<file path="config.mk">
export PLATFORM = sky130hd
export DESIGN_NAME = crc32
export DESIGN_NICKNAME = d
export VERILOG_FILES = /design/src/rtl/crc_pkg.sv /design/src/rtl/crc32.sv
export SDC_FILE = /design/constraint.sdc
export NUM_CORES = 1
export LEC_CHECK = 0
export ABC_AREA = 1
export CORE_MARGIN = 1
export CORE_UTILIZATION = 52
export DETAILED_ROUTE_END_ITERATION = 12
export PLACE_DENSITY = 0.84
export SETUP_SLACK_MARGIN = 0.05
export SYNTH_ARGS = -nofsm -noshare
export SYNTH_HDL_FRONTEND = slang
export SYNTH_SLANG_ARGS = --single-unit
</file>
<file path="constraint.sdc">
create_clock -name clk -period 2.25 [get_ports clk]
set_clock_uncertainty 0.15 [all_clocks]
set_input_delay 0.225 -clock clk [delete_from_list [all_inputs] [get_ports clk]]
set_output_delay 0.225 -clock clk [all_outputs]
set_load 0.05 [all_outputs]
</file>
<file path="src/rtl/crc_pkg.sv">
// Shared CRC-32 constants: width, generator polynomial and LFSR seed, reused by
// the CRC engine and by frame packers/checkers.
package crc_pkg;

    localparam int unsigned  CRC_W    = 32;
    localparam logic [31:0]  CRC_POLY = 32'h04C11DB7;
    localparam logic [31:0]  CRC_INIT = 32'hFFFFFFFF;

endpackage

</file>
<file path="src/rtl/crc32.sv">
// Dibit-serial CRC-32 engine: two LFSR steps per accepted dibit, running CRC
// presented as the complement of the state one cycle after each dibit.
module crc32
    import crc_pkg::*;
#(
    parameter logic [CRC_W-1:0] POLY = CRC_POLY,
    parameter logic [CRC_W-1:0] INIT = CRC_INIT
) (
    input  logic             clk,
    input  logic             rst,
    input  logic             axiiv,
    input  logic [1:0]       axiid,
    output logic             axiov,
    output logic [CRC_W-1:0] axiod
);

    logic [CRC_W-1:0] lfsr_q, lfsr_d;
    logic             valid_q, valid_d;

    function automatic logic [CRC_W-1:0] lfsr_step(input logic [CRC_W-1:0] s,
                                                   input logic             b);
        logic fb;
        fb = s[CRC_W-1] ^ b;
        return (s << 1) ^ (fb ? POLY : '0);
    endfunction

    // axiid[1] is the earlier bit, so it goes through the LFSR first.
    always_comb begin
        lfsr_d  = lfsr_q;
        valid_d = axiiv;
        if (axiiv) begin
            lfsr_d = lfsr_step(lfsr_step(lfsr_q, axiid[1]), axiid[0]);
        end
    end

    always_ff @(posedge clk) begin
        if (rst) begin
            lfsr_q  <= INIT;
            valid_q <= 1'b0;
        end else begin
            lfsr_q  <= lfsr_d;
            valid_q <= valid_d;
        end
    end

    assign axiov = valid_q;
    assign axiod = ~lfsr_q;

endmodule

</file>
==> flow_summary_export.csv <==
group,metric,value,unit
die,dieWidth,56.29,um
pwr,power.internal,0.9003,mW
cts,post_cts_buffers,0,
run_status,status,"finished, final reports clean",
cts,cts_inserted_buffers,5,
logic_synthesis,ys_warn_count,0,
critical_path,crit_chain,"inv_1 -> clkdlybuf4s50_1",
die,coreArea,2781,um^2
cts,cts_hold_buf,0,
critical_path,critPathKind,"reg2out",
pwr,peakVddDrop,0.5763,mV
layout,diodes,0,
grt,antenna_found_initial,0,
drt,avgViaCountPerCell,5.207,
cts,path_clk_slew,100,ps
critical_path,critical_path.slowest_cell,"clkdlybuf4s50_1",
run,maxCapViolations,0,
timing,rsz0062_at_grt,"false",
timing,finalHoldViolCount,0,
critical_path,endpoint_kind,"output port",
timing,tightestPinTransition,498.9,ps
drt,ant_nets,0,
logic_synthesis,synth_cell_types,15,
grt,met1_usage,0.3427,
logic_synthesis,ys_seq_area_frac,0.4310,
critical_path,cp-start-kind,"flip-flop",
place,portBuffers,37,
logic_synthesis,syn_nets,231,
grt,grt-ovfl-total,0,
layout,final_common_cell,"nand2_1",
critical_path,cp.arrival,1610,ps
layout,area_growth,28.98,%
place,place_congestion,0.8160,
pwr,power.density,729.8,nW/um^2
logic_synthesis,syn_inst,226,
layout,nets,267,
cts,cts_buffer_depth,2,
cts,clock-sinks,33,
drt,initialDrtViolationCount,72,
critical_path,worstPathRequired,1880,ps
die,ios,38,
layout,layout-drive-gt1-share,0.06464,
logic_synthesis,ys_ff_latch,33,
timing,fmax,503.9,MHz
critical_path,path_max_fanout,4,
grt,use_met2,0.3639,
logic_synthesis,avgSynthCellArea,6.782,um^2
die,die_h,56.29,um
logic_synthesis,mappedNetlistArea,1533,um^2
layout,layout_common_cells,"62 x nand2_1, 37 x clkdlybuf4s50_1, 33 x inv_1, 33 x dfxtp_1, 31 x nand3_1",
drt,firstDrtPassIters,4,
grt,grt_max_degree,56,
grt,grt_pass1_vias,1355,
cts,h-tree-depth,2,
timing,fin_setup_tns,0,ps
pwr,combPwrFrac,0.328,
pwr,p_sw,0.5424,mW
pwr,pwr-share-clk,0.217,
pwr,p_leak,1.038,nW
critical_path,critPathTopFamily,"buffers and inverters",
drt,wirelength,3497,um
cts,ctsResizeCount,0,
cts,root_buffer,"clkbuf_4",
cts,clkLatencyLatePin,340,ps
pwr,seqPwrFrac,0.455,
critical_path,slowest_delay,820,ps
critical_path,path_buf_inv,2,
timing,final-setup-viol-count,0,
layout,fin_area,1977,um^2
timing,min_period_over_period,0.8821,
grt,grt_use_met3,0.06221,
die,row_count,19,
die,start_util,0.5511,
die,die_area,3169,um^2
pwr,swShare,0.3759,
worst_hold_path,hold_class,"reg2reg",
timing,fin_crit,1985,ps
drt,num_vias,1531,
timing,slew_viol_final,0,
grt,track_usage,0.2429,
grt,top_usage_layer,"met2",
grt,grt_pass1_wl,5996,um
timing,slew_headroom,0.6664,
drt,routedWlPerCell,11.89,um
place,dpl_cell_area,1926,um^2
place,dpl.hpwl,2368,um
cts,cts_tree,"done",
drt,drc,0,
## through the flow
step | hold WS [ps] | instances | power (mW) | setup slack [ps] | utilization
after global routing | 360.9 | 294 | 1.526 | 200.0 | 0.7108
after detailed placement | 320.5 | 286 | 1.140 | 506.1 | 0.6923
after CTS | 334.9 | 294 | 1.450 | 251.6 | 0.7108
final | 331.9 | 294 | 1.443 | 265.4 | 0.7108
after global placement | 304.2 | 286 | 1.135 | 512.4 | 0.6923
after floorplan | 231.6 | 226 | 1.001 | 708.4 | -
## synthesized netlist by cell type
| cell type | n | area share |
|---|---|---|
| inv_2 | 3 | 0.0073 |
| buf_4 | 1 | 0.0049 |
| nand2_1 | 62 | 0.15 |
| buf_2 | 5 | 0.016 |
| dfxtp_1 | 33 | 0.43 |
| nor2_1 | 3 | 0.0073 |
| nand2_2 | 4 | 0.016 |
| inv_1 | 33 | 0.081 |
| clkinv_1 | 1 | 0.0024 |
| o21ai_1 | 1 | 0.0033 |
| o21ai_0 | 12 | 0.039 |
| o211ai_1 | 13 | 0.064 |
| a21oi_1 | 19 | 0.062 |
| clkbuf_1 | 5 | 0.012 |
| nand3_1 | 31 | 0.10 |
## sequential cells by signal, indices dropped and copies added, names as in the netlist
name	count
axiov	1
lfsr_q	32
## per-layer routing
metal  wire [um]  up-vias
li1            -      798
met1        1728      697
met2        1567       29
met3         145        7
met4          56        0
met5           0        -
## power by group through the flow
stage	logic, mW	registers [mW]	clock network [mW]
after floorplan	0.334	0.667	0
after global placement	0.468	0.667	0
after detailed placement	0.471	0.669	0
after CTS	0.474	0.656	0.320
after global routing	0.509	0.663	0.354
final	0.473	0.656	0.314
## worst paths after layout
| path | startpoint | to | slack (ps) | cells after the start |
|---|---|---|---|---|
| worst max-delay path | lfsr_q[31] | axiod[31] | 270 | 2 |
| worst min-delay path | lfsr_q[17] | lfsr_q[19] | 330 | 2 |
| worst max register to register | lfsr_q[30] | lfsr_q[16] | 870 | 7 |
| worst min register to register | lfsr_q[17] | lfsr_q[19] | 330 | 2 |
## cell type report
type | count | area [um^2]
Inverter | 37 | 138.9
Clock inverter | 2 | 10.01
Timing Repair Buffer | 40 | 405.4
Tap cell | 31 | 38.79
Fill cell | 230 | 804.5
Clock buffer | 6 | 41.29
Sequential cell | 33 | 660.6
Multi-Input combinational cell | 145 | 681.9
## cell families after synthesis
kind of cell / share of synthesized area
and+or+nand+nor: 0.2767
buffers and inverters: 0.1241
DFF: 0.4310
AOI/OAI and AO/OA: 0.1682
## worst min-delay path, stage by stage (launching register included)
cell and delay (ps):
dfxtp_1 340, a21oi_1 60, o21ai_0 60
Note: power is estimated with default switching activity, not from simulation.
